**config.mk**
```make
export PLATFORM = sky130hd
export DESIGN_NAME = riscv_decode_stage
export DESIGN_NICKNAME = d
export VERILOG_FILES = /design/src/rtl/riscv_pkg.sv /design/src/rtl/riscv_instr_decode.sv /design/src/rtl/riscv_decode_stage.sv
export SDC_FILE = /design/constraint.sdc
export NUM_CORES = 1
export LEC_CHECK = 0
export ABC_CLOCK_PERIOD_IN_PS = 2980
export CORE_ASPECT_RATIO = 2
export CORE_UTILIZATION = 35
export CTS_CLUSTER_SIZE = 40
export DETAILED_ROUTE_END_ITERATION = 12
export PLACE_DENSITY = 0.79
export RECOVER_POWER = 50
export REMOVE_ABC_BUFFERS = 1
export SKIP_CTS_REPAIR_TIMING = 1
export SLEW_MARGIN = 20
export SYNTH_ARGS = -nofsm -noshare
export SYNTH_HDL_FRONTEND = slang
export SYNTH_SLANG_ARGS = --single-unit
```
**constraint.sdc**
```tcl
create_clock -name clk -period 2.98 [get_ports clk]
set_input_delay 0.596 -clock clk [delete_from_list [all_inputs] [get_ports clk]]
set_output_delay 0.596 -clock clk [all_outputs]
set_load 0.05 [all_outputs]
```
**src/rtl/riscv_pkg.sv**
```systemverilog
// Shared RV32I decode types: opcode/funct enums, the decoded bundle struct
// and small helpers used by the decoder and the decode stage.
package riscv_pkg;

  typedef enum logic [6:0] {
    OP_LOAD    = 7'b0000011,
    OP_REG_IMM = 7'b0010011,
    OP_STORE   = 7'b0100011,
    OP_REG_REG = 7'b0110011,
    OP_BRANCH  = 7'b1100011
  } opcode_t;

  typedef enum logic [2:0] {
    F3_ADD_SUB = 3'b000,
    F3_SLL     = 3'b001,
    F3_SLT     = 3'b010,
    F3_SLTU    = 3'b011,
    F3_XOR     = 3'b100,
    F3_SRL_SRA = 3'b101,
    F3_OR      = 3'b110,
    F3_AND     = 3'b111
  } funct3_t;

  typedef enum logic [6:0] {
    F7_BASE = 7'b0000000,
    F7_ALT  = 7'b0100000
  } funct7_t;

  // Only bit 30 may be set in a legal funct7.
  localparam logic [6:0]  F7_LEGAL_MASK = 7'b0100000;
  localparam logic [31:0] NOP           = 32'h00000013;

  typedef struct packed {
    logic [4:0]  rd;
    logic [4:0]  rs1;
    logic [4:0]  rs2;
    logic [2:0]  funct3;
    logic        alu_alt;
    logic [31:0] imm;
    logic        use_imm;
    logic        reg_write;
    logic        mem_read;
    logic        mem_write;
    logic        branch;
    logic        illegal;
  } decoded_instr_t;

  function automatic logic f7_legal(input logic [6:0] f7);
    return (f7 & ~F7_LEGAL_MASK) == 7'b0;
  endfunction

endpackage

```
**src/rtl/riscv_instr_decode.sv**
```systemverilog
// Purely combinational RV32I decoder: raw instruction word in,
// register indices, sign-extended immediate and control bits out.
module riscv_instr_decode
  import riscv_pkg::*;
(
  input  logic [31:0]    instr,
  output decoded_instr_t dec
);

  logic [2:0]  f3;
  logic [6:0]  f7;
  logic [31:0] imm_i;
  logic [31:0] imm_s;
  logic [31:0] imm_b;

  assign f3    = instr[14:12];
  assign f7    = instr[31:25];
  assign imm_i = {{20{instr[31]}}, instr[31:20]};
  assign imm_s = {{20{instr[31]}}, instr[31:25], instr[11:7]};
  assign imm_b = {{19{instr[31]}}, instr[31], instr[7], instr[30:25], instr[11:8], 1'b0};

  always_comb begin
    // NOTE: every field gets a default before the case so no path can infer a latch.
    dec        = '0;
    dec.rd     = instr[11:7];
    dec.rs1    = instr[19:15];
    dec.rs2    = instr[24:20];
    dec.funct3 = f3;

    case (instr[6:0])
      OP_REG_REG: begin
        dec.reg_write = 1'b1;
        dec.alu_alt   = instr[30] && (f3 == F3_ADD_SUB || f3 == F3_SRL_SRA);
        dec.illegal   = !f7_legal(f7) ||
                        (f7 == F7_ALT && f3 != F3_ADD_SUB && f3 != F3_SRL_SRA);
      end
      OP_REG_IMM: begin
        dec.reg_write = 1'b1;
        dec.use_imm   = 1'b1;
        dec.imm       = imm_i;
        dec.alu_alt   = instr[30] && (f3 == F3_SRL_SRA);
        dec.illegal   = (f3 == F3_SLL && f7 != F7_BASE) ||
                        (f3 == F3_SRL_SRA && !f7_legal(f7));
      end
      OP_LOAD: begin
        dec.reg_write = 1'b1;
        dec.mem_read  = 1'b1;
        dec.use_imm   = 1'b1;
        dec.imm       = imm_i;
        dec.illegal   = (f3 == 3'b011) || (f3 == 3'b110) || (f3 == 3'b111);
      end
      OP_STORE: begin
        dec.rd        = '0;
        dec.mem_write = 1'b1;
        dec.use_imm   = 1'b1;
        dec.imm       = imm_s;
        dec.illegal   = f3 > 3'b010;
      end
      OP_BRANCH: begin
        dec.rd      = '0;
        dec.branch  = 1'b1;
        dec.imm     = imm_b;
        dec.illegal = (f3 == 3'b010) || (f3 == 3'b011);
      end
      default: dec.illegal = 1'b1;
    endcase

    // Illegal words still travel downstream but must not change architectural state.
    if (dec.illegal) begin
      dec.reg_write = 1'b0;
      dec.mem_read  = 1'b0;
      dec.mem_write = 1'b0;
      dec.branch    = 1'b0;
    end
  end

endmodule

```
**src/rtl/riscv_decode_stage.sv**
```systemverilog
// Decode pipeline stage: valid/ready register between fetch and execute,
// with flush from branch resolution and a saturating illegal-instruction count.
module riscv_decode_stage
  import riscv_pkg::*;
#(
  parameter int XLEN  = 32,
  parameter int CNT_W = 16
) (
  input  logic             clk,
  input  logic             rst,
  input  logic             in_valid,
  output logic             in_ready,
  input  logic [31:0]      in_instr,
  input  logic [XLEN-1:0]  in_pc,
  input  logic             flush,
  output logic             out_valid,
  input  logic             out_ready,
  output logic [XLEN-1:0]  out_pc,
  output logic [4:0]       out_rd,
  output logic [4:0]       out_rs1,
  output logic [4:0]       out_rs2,
  output logic [2:0]       out_funct3,
  output logic             out_alu_alt,
  output logic [XLEN-1:0]  out_imm,
  output logic             out_use_imm,
  output logic             out_reg_write,
  output logic             out_mem_read,
  output logic             out_mem_write,
  output logic             out_branch,
  output logic             out_illegal,
  output logic [CNT_W-1:0] illegal_count
);

  decoded_instr_t dec;
  decoded_instr_t bundle;
  logic [XLEN-1:0] pc_q;
  logic            accept;

  riscv_instr_decode u_decode (
    .instr (in_instr),
    .dec   (dec)
  );

  assign in_ready = !out_valid || out_ready;
  assign accept   = in_valid && in_ready;

  always_ff @(posedge clk or posedge rst) begin
    // NOTE: the bundle is a handful of flops, not a memory, so all of it is reset and execute never sees X.
    if (rst) begin
      out_valid     <= 1'b0;
      bundle        <= '0;
      pc_q          <= '0;
      illegal_count <= '0;
    end else if (flush) begin
      out_valid <= 1'b0;
    end else if (accept) begin
      // NOTE: non-blocking assignments keep every flop sampling pre-edge values.
      out_valid <= 1'b1;
      bundle    <= dec;
      pc_q      <= in_pc;
      if (dec.illegal && illegal_count != '1)
        illegal_count <= illegal_count + CNT_W'(1);
    end else if (out_ready && out_valid) begin
      out_valid <= 1'b0;
    end
  end

  assign out_pc        = pc_q;
  assign out_rd        = bundle.rd;
  assign out_rs1       = bundle.rs1;
  assign out_rs2       = bundle.rs2;
  assign out_funct3    = bundle.funct3;
  assign out_alu_alt   = bundle.alu_alt;
  assign out_imm       = XLEN'($signed(bundle.imm));
  assign out_use_imm   = bundle.use_imm;
  assign out_reg_write = bundle.reg_write;
  assign out_mem_read  = bundle.mem_read;
  assign out_mem_write = bundle.mem_write;
  assign out_branch    = bundle.branch;
  assign out_illegal   = bundle.illegal;

endmodule
```
## Word level (Yosys, flattened, before mapping)

Index checks and enable logic that the tools add are counted.

| cells by class | value |
|---|---|
| bitwise gates (word level) | 1 |
| mux-type cells | 13 |
| reduce and logical (&&, ||, !) cells | 29 |
| add/subtract/negate cells | 1 |
| equality and inequality tests | 14 |
| magnitude comparators | 1 |

Operators by type and width:

| cell | count |
|---|---|
| one-hot mux 32 bit (3 select lines) | 1 |
| == test 7 x 6 -> 1 bit, second input constant | 3 |
| adder 16 x 1 -> 16 bit, second input constant | 1 |
| != test 16 bit, second input constant | 1 |
| == test 3 bit, second input constant | 3 |
| logical AND 1 bit | 9 |
| 2-to-1 mux 1 bit | 8 |
| == test 7 x 2 -> 1 bit, second input constant | 1 |
| == test 7 x 5 -> 1 bit, second input constant | 1 |
| == test 7 bit, second input constant | 1 |
| logical NOT 7 bit | 1 |
| logical OR 1 bit | 7 |
| nonzero test 7 bit | 1 |
| == test 3 x 2 -> 1 bit, second input constant | 2 |
| nonzero test 3 bit | 2 |
| OR reduction 3 bit | 2 |
| 2-to-1 mux 5 bit | 1 |
| one-hot mux 1 bit (5 select lines) | 1 |
| 2-to-1 mux 4 bit | 1 |
| OR reduction 2 bit | 2 |
| == test 3 x 1 -> 1 bit, second input constant | 1 |
| greater-than comparator 3 x 2 -> 1 bit, second input constant | 1 |
| logical NOT 3 bit | 1 |
| != test 3 bit, second input constant | 1 |
| 5 further kinds | 6 |

| word-level totals | value |
|---|---|
| bits of input ports | 69 |
| register bits | 106 |
| word-level logic and storage cells | 74 |
| output and inout bits | 107 |

## Depth between registers and ports, before layout

| logic depth | value |
|---|---|
| depth in word-level cells | 7 |
| mapped depth | 7 |
| mapped depth without buffers | 6 |

## By module

Synthesis repeated with hierarchy kept, for this count alone.

| unflattened totals | value |
|---|---|
| cell total of the unflattened synthesis | 358 |
| area total of the unflattened synthesis | 4775.8 sq um |

By module, submodules not included:

| module | cells an instance | times used | area an instance (sq um) | sequential area each (sq um) |
|---|---|---|---|---|
| riscv_decode_stage | 266 | 1 | 4105.2 | 2652.5 |
| riscv_instr_decode | 92 | 1 | 670.6 | 0.0 |

## Least setup slack after synthesis

OpenSTA, ideal clock, no wires.

| timing | value |
|---|---|
| path type | input to register |
| start point | input port in_instr[25] |
| end point | register illegal_count[1] |
| arrival time | 2.291 ns |
| path slack | 0.564 ns |
| path buffers | 0 |
| setup time | 0.125 ns |
| stages on the path | 6 |
| required time | 2.855 ns |
| cell sequence | or4_1 -> nor3_2 -> o21ai_0 -> a311oi_4 -> or2_2 -> mux2_2 |

| between the ends | value |
|---|---|
| word-level cells in the longest chain between the ends | 7 |
| elaborated cells on any way between the ends | 13 |
| those cells by class | 1 x eq/ne; 1 x mux; 11 x reduce/logical |

Ends and longest elaborated chain:

| item | line | text |
|---|---|---|
| from (decl) | riscv_decode_stage.sv:13 | `input logic [31:0] in_instr,` |
| == test 7 x 6 -> 1 bit or logical NOT 7 bit (tied branches) | riscv_instr_decode.sv:35, riscv_pkg.sv:49 |  |
| logical AND 1 bit or logical NOT 1 bit (tied branches) | riscv_instr_decode.sv:35, riscv_instr_decode.sv:34, riscv_instr_decode.sv:43 |  |
| logical AND 1 bit (on tied branches) | riscv_instr_decode.sv:35, riscv_instr_decode.sv:43 |  |
| logical OR 1 bit (on tied branches) | riscv_instr_decode.sv:34, riscv_instr_decode.sv:42 |  |
| one-hot mux 1 bit (5 select lines) * | riscv_instr_decode.sv:30 | `case (instr[6:0])` |
| logical AND 1 bit * | riscv_decode_stage.sv:61 | `if (dec.illegal && illegal_count != '1)` |
| AND reduction 3 bit (no source line) * | -- |  |
| to (signal assigned) | riscv_decode_stage.sv:62 | `illegal_count <= illegal_count + CNT_W'(1);` |
| to (decl) | riscv_decode_stage.sv:31 | `output logic [CNT_W-1:0] illegal_count` |

Every way passes the cells marked *; elsewhere a longest branch is shown, timed or not.
A chain may end at the register's enable or synchronous reset.

## Final worst setup path

| timing | value |
|---|---|
| start point | input port out_ready |
| end point | output port in_ready |

| between the ends | value |
|---|---|
| word-level cells in the longest chain between the ends | 1 |

Ends and longest elaborated chain:

| item | line | text |
|---|---|---|
| from (decl) | riscv_decode_stage.sv:17 | `input logic out_ready,` |
| logical OR 1 bit | riscv_decode_stage.sv:44 | `assign in_ready = !out_valid \|\| out_ready;` |
| to (decl) | riscv_decode_stage.sv:12 | `output logic in_ready,` |

Every way passes these cells.

==> out/results.txt <==
Height of the die: 150 um
EDFF count, synth: 0
Leakage: 2.74 nW
Vias in the first global route: 3410
Final nets: 644
DIE WIDTH: 76.0 um
Hpwl dp: 8000 um
Num rows: 53
Register area share after synthesis: 0.568
Detailed Routing Iterations Pass 1: 4
Worst R2R Path Depth: 6
Most Used Layer, Global Route: met2
RSZ-0062 raised after global routing: no
DR iter-0 viols: 173
Worst-path clk slew: 0.05 ns
Hold crit path type: reg2reg
Port Buf Inserts: 175
Worst EP arrival: 2.18 ns
Peak Freq: 361 MHz
Clock sink count: 87
GRT met2 Usage: 0.357
Warnings, synthesis: 0
Synthesized instance count: 406
Largest stage delay on the critical path: 0.71 ns
Area grow syn2layout: 55.7%
Dpl ws: -0.0403 ns
Critical path buffers and inverters: 3
# Max-Cap Violations: 0
Min setup slack post-route: 0.207 ns
Max Transition Viols Final: 0
Initial core utilization: 0.361
First-pass GRT wire length: 17200 um
# DRC: 0
Final period util: 0.931
Tot GR Track Use: 0.193
M1 GR Usage: 0.218
Clock Skew: 0.00738 ns
Fillers: 941
Critical R2R Capture: illegal_count[1]$_DFFE_PP0P_
Vias: 3428
Ys flop type: dfrtp_1
Outcome: complete, no violations
Syn avg cell area: 9.44 um^2
Drt wl/cell: 15.2 um
Worst-Margin Slew: 1.37 ns
R2R Path Start: illegal_count[0]$_DFFE_PP0P_
Rel. slew slack: 0.0832
Post-route ant nets: 0
Final min period: 2.77 ns
Number of CTS-inserted buffers: 9
Share of layout cells above drive strength 1: 0.0744
Register bit total from synthesis: 87
Final RePlAce weighted congestion: 0.831
Hold Vio Cnt, Final: 0
Die area: 11400 um^2
Worst Hold End: out_rs2[4]$_DFFE_PP0P_
Initial antenna violation count: 0
Hold Path Origin: out_rs2[4]$_DFFE_PP0P_
Critical path required time: 2.38 ns
Crit. End Element: primary output
Cell taking the most area after synthesis: dfrtp_1
Met3 Use GR: 0.0335
Critical path cell sequence: dlygate4sd3_1 -> nor2b_1 -> inv_1 -> clkdlybuf4s50_1
CTS max path bufs: 2
Core area: 10600 um^2
Setup CP Type: in2out
Num ports: 176
Asr flop ratio synth: 1.00
Ant diodes: 0
Hold path depth: 2
Count leader, synth: nand2_1
Mapped cell area: 3830 um^2
Root Driver: clkbuf_16
Worst setup path startpoint: out_ready
H-tree levels: 3
Post-synth top area share: 0.568
Top Family by Delay on Critical Path: buffers and inverters
Gr ovfl total: 0
Setup slack, reg-to-reg: 0.47 ns
Fin util: 0.562
CP max stage cell: clkdlybuf4s50_1
Netlist cell types: 43
Post-synth top cells: nand2_1, dfrtp_1, buf_4
Routed vias/inst: 4.79
Finish-stage setup viols: 0
Maximum number of pins on one net before global-route repair: 78
PD cells: 627 nW/um^2
VDD IR max: 0.574 mV
Routed Wire Length: 10900 um
Critical Path Fanout Max: 3
CTS tree: built
WP depth: 4
Worst-skew pair later-pin latency: 0.33 ns
Startpoint types: input pin
Synth area leaders: dfrtp_1, nand2_1, buf_4, xor2_1, o21ai_0
## cell type report
cell class / instances / area, um^2 / area share
clock buffer: 11 / 233 / 0.0390
clock inverter: 4 / 47.5 / 0.00797
inverter: 6 / 23.8 / 0.00398
multi-input combinational: 277 / 1420 / 0.239
sequential: 87 / 2180 / 0.365
tap: 137 / 171 / 0.0287
timing repair buffer: 193 / 1890 / 0.317
## where the power goes
part	internal, mW	leakage (nW)	switching (mW)
Sequential	1.33	1.11	0.106
Clock	0.642	0.135	0.432
Combinational	0.430	1.49	0.800
Total	2.40	2.74	1.34
## cell usage in the layout (no fill, tap or decap), types with 3 or more instances in the layout
master             n
nor3b_1            4
clkdlybuf4s50_1  173
dfrtp_1           87
mux2_2             3
nor4_1             4
a22o_1             6
nor4b_1            3
nor2_1            15
nor3_1             4
o21ai_0           15
clkbuf_1           4
buf_4             13
nand3_1            9
clkbuf_16          9
and3_1             3
xor2_1            13
nand2_1          163
nand4_1            3
inv_1              5
a221oi_1           4
## per-layer routing
layer	part of all wire	wire length, um	up-vias
met5	0	0	-
met4	0.022	235	0
met3	0.042	456	17
met2	0.55	5970	107
met1	0.39	4200	1653
li1	-	-	1651
## sequential cells by signal, indices dropped and copies added (netlist names)
signal,flops
out_illegal,1
out_funct3,3
illegal_count,16
out_rd,5
out_branch,1
out_alu_alt,1
out_use_imm,1
out_pc,32
out_rs1,5
out_valid,1
out_rs2,5
out_imm,13
out_mem_read,1
out_mem_write,1
out_reg_write,1
## worst min-delay path: cells and delay by family, from the launching register on
| family | cells | cell delay, ns |
|---|---|---|
| DFF | 1 | 0.33 |
| and+or+nand+nor | 2 | 0.10 |
## how the worst max path moves through the flow
| stage | end | slack (ns) |
|---|---|---|
| 6_report | in_ready | 0.21 |
| 5_1_grt | in_ready | 0.13 |
| 4_1_cts | illegal_count[12]$_DFFE_PP0P_ | 0.32 |
| 3_5_place_dp | illegal_count[12]$_DFFE_PP0P_ | -0.04 |
| 3_3_place_gp | illegal_count[12]$_DFFE_PP0P_ | -0.001 |
| 2_1_floorplan | out_imm[12] | -3.87 |
## cell families after synthesis
kind of cell | count (synthesis) | share of synthesized area
simple gates | 221 | 0.249
flops | 87 | 0.568
buf+inv | 42 | 0.0617
compound gates | 38 | 0.0774
xor+xnor | 14 | 0.0320
mux | 3 | 0.00881
fa+ha+maj | 1 | 0.00326
## stage by stage
| stage | hold slack [ns] | std cells | power [mW] | instance area (um^2) | setup TNS, ns |
|---|---|---|---|---|---|
| 2_1_floorplan | 0.662 | 370 | 2.19 | 3620 | -195.61 |
| 3_3_place_gp | 0.456 | 700 | 2.67 | 5710 | -0.00106 |
| 3_5_place_dp | 0.462 | 700 | 2.70 | 5710 | -0.0719 |
| 4_1_cts | 0.477 | 715 | 3.79 | 5990 | 0 |
| 5_1_grt | 0.490 | 715 | 3.89 | 5970 | 0 |
| 6_report | 0.470 | 715 | 3.74 | 5970 | 0 |
No activity file was read; power rests on OpenSTA's default activity.
